**src/rtl/branch_group_select_pkg.sv**
```systemverilog
// Shared fetch-group constants and the delay-slot FSM encoding.
// Used by the branch group selector and its priority picker.
package branch_group_select_pkg;

  localparam int DEF_FETCH_W    = 4;
  localparam int DEF_ADDR_W     = 32;
  localparam int DEF_INST_BYTES = 4;
  localparam int DEF_GROUP_STEP = DEF_FETCH_W * DEF_INST_BYTES;

  typedef enum logic {
    ST_NORMAL  = 1'b0,
    ST_WAIT_DS = 1'b1
  } ds_state_e;

  // Index width that stays legal when a group holds a single slot.
  function automatic int idx_width(input int w);
    return (w > 1) ? $clog2(w) : 1;
  endfunction

endpackage

```
**src/rtl/branch_priority_pick.sv**
```systemverilog
// Lowest-set-bit finder: one-hot, binary index and any-set flag.
// Purely combinational; no handshake.
module branch_priority_pick
  import branch_group_select_pkg::*;
#(
  parameter int W  = 4,
  parameter int IW = idx_width(W)
) (
  input  logic [W-1:0]  eff_i,
  output logic [W-1:0]  onehot_o,
  output logic [IW-1:0] index_o,
  output logic          any_o
);

  // Scan from the top so the lowest set bit is the last one written.
  always_comb begin
    onehot_o = '0;
    index_o  = '0;
    any_o    = 1'b0;
    for (int i = W - 1; i >= 0; i--) begin
      if (eff_i[i]) begin
        onehot_o    = '0;
        onehot_o[i] = 1'b1;
        index_o     = IW'(i);
        any_o       = 1'b1;
      end
    end
  end

endmodule

```
**src/rtl/branch_group_select.sv**
```systemverilog
// Trims a fetch group at its first predicted-taken branch (+ delay slot) and issues redirects.
// One registered stage, valid/ready; a delay slot in the next group defers the redirect.
module branch_group_select
  import branch_group_select_pkg::*;
#(
  parameter int FETCH_W    = DEF_FETCH_W,
  parameter int ADDR_W     = DEF_ADDR_W,
  parameter int INST_BYTES = DEF_INST_BYTES
) (
  input  logic                      clk,
  input  logic                      rst,
  input  logic                      flush_i,
  input  logic                      in_valid_i,
  output logic                      in_ready_o,
  input  logic [ADDR_W-1:0]         in_pc_i,
  input  logic [FETCH_W-1:0]        in_enable_i,
  input  logic [FETCH_W-1:0]        in_pred_take_i,
  input  logic [FETCH_W*ADDR_W-1:0] in_pred_dest_i,
  output logic                      out_valid_o,
  input  logic                      out_ready_i,
  output logic [ADDR_W-1:0]         out_pc_o,
  output logic [FETCH_W-1:0]        out_enable_o,
  output logic [FETCH_W-1:0]        out_first_branch_o,
  output logic                      out_take_o,
  output logic                      out_need_ds_o,
  output logic [ADDR_W-1:0]         out_next_pc_o,
  output logic                      redirect_valid_o,
  output logic [ADDR_W-1:0]         redirect_pc_o
);

  localparam int                IW   = idx_width(FETCH_W);
  localparam logic [ADDR_W-1:0] STEP = ADDR_W'(FETCH_W * INST_BYTES);

  ds_state_e           r_state, w_state_nxt;
  logic [ADDR_W-1:0]   r_pending, w_pending_nxt;
  logic                r_out_valid, w_out_valid_nxt;
  logic [ADDR_W-1:0]   r_out_pc, w_out_pc_nxt;
  logic [FETCH_W-1:0]  r_out_enable, w_out_enable_nxt;
  logic [FETCH_W-1:0]  r_out_fb, w_out_fb_nxt;
  logic                r_out_take, w_out_take_nxt;
  logic                r_out_need_ds, w_out_need_ds_nxt;
  logic [ADDR_W-1:0]   r_out_next_pc, w_out_next_pc_nxt;
  logic                r_redir_vld, w_redir_vld_nxt;
  logic [ADDR_W-1:0]   r_redir_pc, w_redir_pc_nxt;

  logic [FETCH_W-1:0]  w_eff;
  logic [FETCH_W-1:0]  w_onehot;
  logic [IW-1:0]       w_idx;
  logic                w_any;
  logic                w_last;
  logic [FETCH_W-1:0]  w_mask;
  logic [ADDR_W-1:0]   w_dest;
  logic                w_accept;

  assign w_eff = in_enable_i & in_pred_take_i;

  branch_priority_pick #(
    .W (FETCH_W),
    .IW(IW)
  ) u_pick (
    .eff_i   (w_eff),
    .onehot_o(w_onehot),
    .index_o (w_idx),
    .any_o   (w_any)
  );

  assign w_last     = w_any && (w_idx == IW'(FETCH_W - 1));
  // Keep slots 0..k+1: the branch, everything before it, and its delay slot.
  assign w_mask     = (w_onehot << 1) | w_onehot | (w_onehot - FETCH_W'(1));
  assign in_ready_o = !flush_i && (!r_out_valid || out_ready_i);
  assign w_accept   = in_valid_i && in_ready_o;

  always_comb begin
    w_dest = '0;
    for (int i = 0; i < FETCH_W; i++) begin
      if (w_onehot[i]) begin
        w_dest = in_pred_dest_i[i*ADDR_W +: ADDR_W];
      end
    end
  end

  always_comb begin
    w_state_nxt       = r_state;
    w_pending_nxt     = r_pending;
    w_out_valid_nxt   = r_out_valid;
    w_out_pc_nxt      = r_out_pc;
    w_out_enable_nxt  = r_out_enable;
    w_out_fb_nxt      = r_out_fb;
    w_out_take_nxt    = r_out_take;
    w_out_need_ds_nxt = r_out_need_ds;
    w_out_next_pc_nxt = r_out_next_pc;
    w_redir_vld_nxt   = 1'b0;
    w_redir_pc_nxt    = r_redir_pc;

    if (flush_i) begin
      w_out_valid_nxt = 1'b0;
      w_state_nxt     = ST_NORMAL;
      w_pending_nxt   = '0;
    end else if (w_accept) begin
      w_out_valid_nxt   = 1'b1;
      w_out_pc_nxt      = in_pc_i;
      w_out_fb_nxt      = '0;
      w_out_take_nxt    = 1'b0;
      w_out_need_ds_nxt = 1'b0;
      if (r_state == ST_WAIT_DS) begin
        // Predictions inside the delay-slot group are deliberately ignored.
        w_out_next_pc_nxt = r_pending;
        if (in_enable_i[0]) begin
          w_out_enable_nxt = FETCH_W'(1);
          w_redir_vld_nxt  = 1'b1;
          w_redir_pc_nxt   = r_pending;
          w_state_nxt      = ST_NORMAL;
        end else begin
          w_out_enable_nxt = '0;
        end
      end else if (!w_any) begin
        w_out_enable_nxt  = in_enable_i;
        w_out_next_pc_nxt = in_pc_i + STEP;
      end else begin
        w_out_fb_nxt      = w_onehot;
        w_out_take_nxt    = 1'b1;
        w_out_next_pc_nxt = w_dest;
        if (w_last) begin
          w_out_enable_nxt  = in_enable_i;
          w_out_need_ds_nxt = 1'b1;
          w_pending_nxt     = w_dest;
          w_state_nxt       = ST_WAIT_DS;
        end else begin
          w_out_enable_nxt = in_enable_i & w_mask;
          w_redir_vld_nxt  = 1'b1;
          w_redir_pc_nxt   = w_dest;
        end
      end
    end else if (out_ready_i) begin
      w_out_valid_nxt = 1'b0;
    end
  end

  always_ff @(posedge clk) begin
    if (rst) begin
      r_state       <= ST_NORMAL;
      r_pending     <= '0;
      r_out_valid   <= 1'b0;
      r_out_pc      <= '0;
      r_out_enable  <= '0;
      r_out_fb      <= '0;
      r_out_take    <= 1'b0;
      r_out_need_ds <= 1'b0;
      r_out_next_pc <= '0;
      r_redir_vld   <= 1'b0;
      r_redir_pc    <= '0;
    end else begin
      r_state       <= w_state_nxt;
      r_pending     <= w_pending_nxt;
      r_out_valid   <= w_out_valid_nxt;
      r_out_pc      <= w_out_pc_nxt;
      r_out_enable  <= w_out_enable_nxt;
      r_out_fb      <= w_out_fb_nxt;
      r_out_take    <= w_out_take_nxt;
      r_out_need_ds <= w_out_need_ds_nxt;
      r_out_next_pc <= w_out_next_pc_nxt;
      r_redir_vld   <= w_redir_vld_nxt;
      r_redir_pc    <= w_redir_pc_nxt;
    end
  end

  assign out_valid_o        = r_out_valid;
  assign out_pc_o           = r_out_pc;
  assign out_enable_o       = r_out_enable;
  assign out_first_branch_o = r_out_fb;
  assign out_take_o         = r_out_take;
  assign out_need_ds_o      = r_out_need_ds;
  assign out_next_pc_o      = r_out_next_pc;
  assign redirect_valid_o   = r_redir_vld;
  assign redirect_pc_o      = r_redir_pc;

endmodule

```
**config.mk**
```make
export PLATFORM = sky130hd
export DESIGN_NAME = branch_group_select
export DESIGN_NICKNAME = d
export VERILOG_FILES = /design/src/rtl/branch_group_select_pkg.sv /design/src/rtl/branch_priority_pick.sv /design/src/rtl/branch_group_select.sv
export SDC_FILE = /design/constraint.sdc
export NUM_CORES = 1
export LEC_CHECK = 0
export CORE_UTILIZATION = 45
export CTS_BUF_LIST = sky130_fd_sc_hd__clkbuf_8
export CTS_CLUSTER_DIAMETER = 30
export DETAILED_ROUTE_END_ITERATION = 12
export PLACE_DENSITY = 0.83
export SYNTH_ARGS = -nofsm -noshare
export SYNTH_HDL_FRONTEND = slang
export SYNTH_HIERARCHICAL = 1
export SYNTH_SLANG_ARGS = --single-unit
```
**constraint.sdc**
```tcl
create_clock -name clk -period 2.3 [get_ports clk]
set_input_delay 0.23 -clock clk [delete_from_list [all_inputs] [get_ports clk]]
set_output_delay 0.23 -clock clk [all_outputs]
set_load 0.02 [all_outputs]
```
---- Yosys cells after proc, flatten, opt, wreduce, memory -nomap -nowiden ----
Cells that the tools add are included.
cells by class
  reduce and logical (&&, ||, !) cells .... 13
  bitwise gates (word level) .............. 7
  equal/unequal tests ..................... 3
  mux-type cells .......................... 41
  add/sub/neg operators ................... 2
operators by type and width
  kind                   number
  $mux 32                10
  $mux 4                 9
  $add 32x5->32 const B  1
  $mux 1                 18
  $and 4x4->4            2
  $mux 2                 4
  $or 4x4->4             2
  $reduce_and 5->1       1
  $ne 2x2->1 const B     2
  $reduce_and 4->1       1
  $reduce_bool 2->1      2
  $sub 4x1->4 const B    1
  $logic_and 1x1->1      3
  $not 1->1              3
  $reduce_or 3->1        1
  $eq 2x2->1 const B     1
  $logic_not 1->1        2
  $reduce_and 2->1       1
  $reduce_or 2->1        1
  $logic_or 1x1->1       1
word-level totals
  register bits after elaboration ......... 141
  logic and storage cells ................. 77
  output and inout bits ................... 109

---- Logic depth before layout (Yosys ltp) ----
  depth after elaboration ................. 12
  depth in mapped cells ................... 11

---- By module ----
Netlist, hierarchy kept.
by module, submodules not included
  module                instances  seq. area each (um^2)  cells each  area each (um^2)
  branch_group_select   1          2822.7                 905         7000.5
  branch_priority_pick  1          0.0                    11          61.3

---- Least setup slack after synthesis ----
OpenSTA, ideal clock, no wires.
  kind .................................... input port to flip-flop
  from .................................... input port in_pred_take_i[2]
  to ...................................... register r_out_next_pc[12] (netlist: out_next_pc_o[12])
  arrival ................................. 2.029 ns
  path slack .............................. 0.179 ns
  stages .................................. 10
  setup time .............................. 0.092 ns
  cell sequence ........................... and2_1 -> nand2b_4 -> nor3_1 -> nand2b_1 -> clkbuf_1 -> clkbuf_1 -> o22ai_1 -> nor2_1 -> a221oi_1 -> o32ai_1
between the ends
  elaborated cells on any way between the ends .. 13
  classes of those cells .................. 12 x mux; 1 x bitwise
RTL lines
  what                  line                        source
  from (decl)           branch_group_select.sv:17   input logic [FETCH_W-1:0] in_pred_take_i,
  $and 4x4->4           branch_group_select.sv:55   assign w_eff = in_enable_i & in_pred_take_i;
  $mux 4 (3 in a row)   branch_priority_pick.sv:21  if (eff_i[i]) begin
  net w_onehot[3]       branch_group_select.sv:47   logic [FETCH_W-1:0] w_onehot;
  $mux 32               branch_group_select.sv:76   if (w_onehot[i]) begin
  $mux 32               branch_group_select.sv:116  end else if (!w_any) begin
  $mux 32               branch_group_select.sv:105  if (r_state == ST_WAIT_DS) begin
  to (signal assigned)  branch_group_select.sv:161  r_out_next_pc <= w_out_next_pc_nxt;
  to (decl)             branch_group_select.sv:42   logic [ADDR_W-1:0] r_out_next_pc, w_out_next_pc_nxt;
The timed path passes the listed nets, and every way through them passes these cells.
A chain may end at the register's enable or synchronous reset.

---- Final worst setup path ----
  from .................................... input port in_enable_i[0]
  to ...................................... register r_redir_pc[7] (netlist: redirect_pc_o[7])
between the ends
  elaborated cells on any way between the ends .. 17
  classes of those cells .................. 3 x eq/ne; 10 x mux; 1 x bitwise; 3 x reduce/logical
RTL lines
  what                  line                        source
  from (decl)           branch_group_select.sv:16   input logic [FETCH_W-1:0] in_enable_i,
  $and 4x4->4           branch_group_select.sv:55
  net w_eff[0]          branch_group_select.sv:46   logic [FETCH_W-1:0] w_eff;
  $mux 4                branch_priority_pick.sv:21
  net w_onehot[2]       branch_group_select.sv:47
  $mux 32 (2 in a row)  branch_group_select.sv:76
  $mux 32               branch_group_select.sv:123  if (w_last) begin
  $mux 32               branch_group_select.sv:116
  $mux 32               branch_group_select.sv:105
  to (signal assigned)  branch_group_select.sv:163  r_redir_pc <= w_redir_pc_nxt;
  to (decl)             branch_group_select.sv:44   logic [ADDR_W-1:0] r_redir_pc, w_redir_pc_nxt;
The timed path passes the listed nets, and every way through them passes these cells. The select of a mux whose other input is x is not followed.

==> summary.txt <==
Run status
  – Status: completed

Synthesis
  – Synth Net Count: between 1,000 and 1,500
  – Post-synthesis sequential area ratio: between 30 and 40%
  – Synthesized instance count: just over 900
  – Synthesized area per cell: approximately 7.7 um2
  – Post-synthesis sequential element count: about 140
  – Top-area cell type share of the netlist area: around two fifths
  – Cell variety after synth: 60
  – Yosys top cell by area: dfxtp_1
  – Syn Std Cell Area: 0.007062 mm2
  – Top_reg_cell synth: dfxtp_1
  – Post-synthesis async set-or-reset flop share: 0%
  – Ranking of synthesized cells by area: dfxtp_1 40%, nand2_1 9.1%, a21oi_1 5.8%, nor2_1 5.2%, a221oi_1 5.0%
  – Yosys warns: 6
  – Number of synthesized flops with an enable pin: 0
  – Most frequent cells after synthesis: 171 x nand2_1, 141 x dfxtp_1, 98 x nor2_1, 82 x a21oi_1, 66 x clkbuf_1
  – Top-count cell post-synth: nand2_1

Setup path
  – CP Launch Type: input port
  – Crit Path Class: input port to flop
  – Critical path arrival: 2.61 ns
  – CP Max Fanout: 21
  – CP Capture Type: flop
  – Critical Path RT: ~2.7 ns

Power
  – Overall power: roughly 6500 uW
  – Switch Pwr: 1900 uW
  – Logic pwr share: 25.3%
  – Int Power: 4627 uW
  – Peak VDD IR: approximately 0.5 mV
  – Clock share of power: 34.4%
  – P per Cell Area: 579.1 mW/mm2
  – Leak: 0.004163 uW
  – Sw frac: 29.11%
  – Register share of total power: approximately two fifths

GRT
  – Largest net degree at the start of global routing: between 80 and 90
  – Remaining global-route overflow: 0
  – Vias in the first global route: a little over 8,000
  – First-pass GRT wire length: around 43,000 um
  – Initial antenna violation count: 0
  – Tot GR Track Use: between 30% and 40%

Drt
  – Iter 0 DRT Violations: between 800 and 900
  – Final wirelength: 27,720 um
  – DRC viols: 0
  – Vias/cell: roughly 5.8
  – Via count: 8,468
  – First-pass DRT Iterations: 5
  – Wire per inst: between 15 and 20 um
  – Routed Antenna Nets: 0

STA
  – Tcrit/Tclk final: a little over nine tenths
  – Final-report setup violation count: 0
  – Final Max Slew Viols: 0
  – Fin. Hold Viols: 0
  – Unrepaired setup endpoints after global routing: true
  – Fmax: between 400 and 500 MHz
  – Relative slew margins: between 50% and 60%
  – Worst Skew: 0.01007 ns
  – Setup tns final: 0 ns
  – Worst-Margin Slew: between 0.7 and 0.8 ns
  – Post-layout min period: roughly 2.2 ns

Place
  – Dpl hpwl: about 20,000 um
  – Gpl congestion: 0.9230
  – # port buffers: 281
  – Placed Area: 0.01072 mm2

Clock network
  – Worst-Skew Late Latency: roughly 0.46 ns
  – Cts bufs inserted: 17
  – Root Driver: clkbuf_8
  – Clock transition at the registers of the reported paths: about 0.080 ns
  – Setup Fix Bufs, Post-CTS: 0
  – Clock sinks: roughly 140
  – CTS tree: yes
  – H-tree levels: 4
  – Clock Tree Buf Depth: 2

Die
  – Num ports: ~280
  – Die width: ~130 um
  – Die footprint: roughly 0.016 mm2
  – # rows: 45
  – Starting density of the core: ~46%
  – Die H: 127.3 um
  – Core Area: approximately 0.015 mm2

Flow run
  – Max-cap violations: 0

Cells and area
  – Final nets: approximately 1,400
  – # fillers: 1,140
  – Sequential Area: around 0.0028 mm2
  – Layout cell share with drive strength beyond 1: 13.71%
  – Area of the multi-input gates: roughly 0.0040 mm2
  – Number of diodes: 0
  – P&R area growth vs syn: 59.60%
  – Final instance area: 0.01127 mm2

Min path
  – Worst hold path type: input port to flop
[per-layer routing]
layer / global-route usage, % / up-vias / share of wire [%]
li1: - / 3972 / -
met1: 40.71 / 4002 / 39
met2: 56.99 / 408 / 48
met3: 7.496 / 86 / 7.9
met4: 17.37 / 0 / 4.7
met5: 0 / - / 0
[worst max-delay path, stage by stage]
cell,delay (ns)
clkdlybuf4s50_1,0.50
and2_1,0.22
nor2_1,0.08
and2_1,0.17
buf_4,0.19
nand2b_1,0.18
buf_12,0.19
o22ai_1,0.09
nor2_1,0.23
buf_4,0.18
mux2i_1,0.09
a211oi_1,0.27
[path summary, 6_finish.rpt]
kind                            slack [ns]           endpoint      startpoint  cells after the start
worst min-delay path                  0.12  redirect_pc_o[25]             rst                      2
worst max register to register        0.54   redirect_pc_o[1]     out_valid_o                      6
worst min register to register        0.46        out_pc_o[5]     out_pc_o[5]                      2
worst max-delay path                  0.06   redirect_pc_o[7]  in_enable_i[0]                     12
[power groups by stage]
| stage | clock, uW | combinational, uW | sequential, uW |
|---|---|---|---|
| after global routing | 2360 | 1760 | 2630 |
| final | 2250 | 1650 | 2620 |
| after floorplan | 0 | 555 | 2800 |
| after CTS | 2270 | 1610 | 2620 |
| after detailed placement | 0 | 1610 | 2680 |
| after global placement | 0 | 1580 | 2680 |
[state kept, by name, summed over array words and instances, names as in the netlist]
register / count
out_first_branch_o: 4
out_take_o: 1
out_pc_o: 32
redirect_pc_o: 32
out_valid_o: 1
r_pending: 32
out_next_pc_o: 32
r_state: 1
redirect_valid_o: 1
out_need_ds_o: 1
out_enable_o: 4
[layout by cell type (no fill, tap or decap), types with 4 or more instances in the layout]
| cell | instances |
|---|---|
| a221oi_1 | 28 |
| dfxtp_1 | 140 |
| nor2_1 | 94 |
| o21a_1 | 4 |
| bufinv_16 | 4 |
| buf_12 | 5 |
| inv_1 | 7 |
| clkbuf_8 | 19 |
| nor2b_1 | 6 |
| nand3_1 | 19 |
| o221ai_1 | 6 |
| nand4_1 | 9 |
| a222oi_1 | 6 |
| clkinv_4 | 5 |
| nand2b_1 | 13 |
| a311oi_1 | 8 |
| xnor2_1 | 8 |
| nand2_1 | 170 |
| buf_4 | 106 |
| xor2_1 | 7 |
| a211oi_1 | 38 |
| nor3_1 | 17 |
| o22ai_1 | 25 |
| and2_1 | 11 |
| a21oi_1 | 82 |
| and4_1 | 6 |
| o211ai_1 | 7 |
| clkdlybuf4s50_1 | 280 |
| a221oi_2 | 11 |
| o21ai_0 | 20 |
| mux2i_1 | 19 |
| or3_1 | 7 |
[final cells by class]
cell class | instances | area share [%]
multi-input combinational | 685 | 35.59
timing repair buffer | 391 | 32.82
sequential | 141 | 25.06
tap | 211 | 2.342
clock buffer | 19 | 2.320
clock inverter | 13 | 1.676
inverter | 6 | 0.1998
[cells by family after synthesis]
group	share of synthesized area, %
multiplexers	2.853
XOR/XNOR	1.860
AND/OR/NAND/NOR	24.42
buffers and inverters	5.050
flip-flops	39.97
adder cells (fa/ha/maj)	0.1772
AO/OA/AOI/OAI	25.67
[stage by stage]
| step | hold WS, ns | setup slack, ns | cells | util, % |
|---|---|---|---|---|
| 2_1_floorplan | 0.3507 | 0.1787 | 916 | - |
| 3_3_place_gp | 0.4393 | -0.4585 | 1434 | 70.25 |
| 3_5_place_dp | 0.4461 | -0.4806 | 1434 | 70.25 |
| 4_1_cts | 0.1009 | 0.006099 | 1466 | 73.20 |
| 5_1_grt | 0.1169 | -0.04865 | 1466 | 73.87 |
| 6_report | 0.1189 | 0.05788 | 1466 | 73.87 |
[timing repair]
action	4_1_cts	5_1_grt
resized for setup	0	17
hold buffers	0	0
setup endpoints to repair	0	19
No activity file was read; power rests on OpenSTA's default activity.
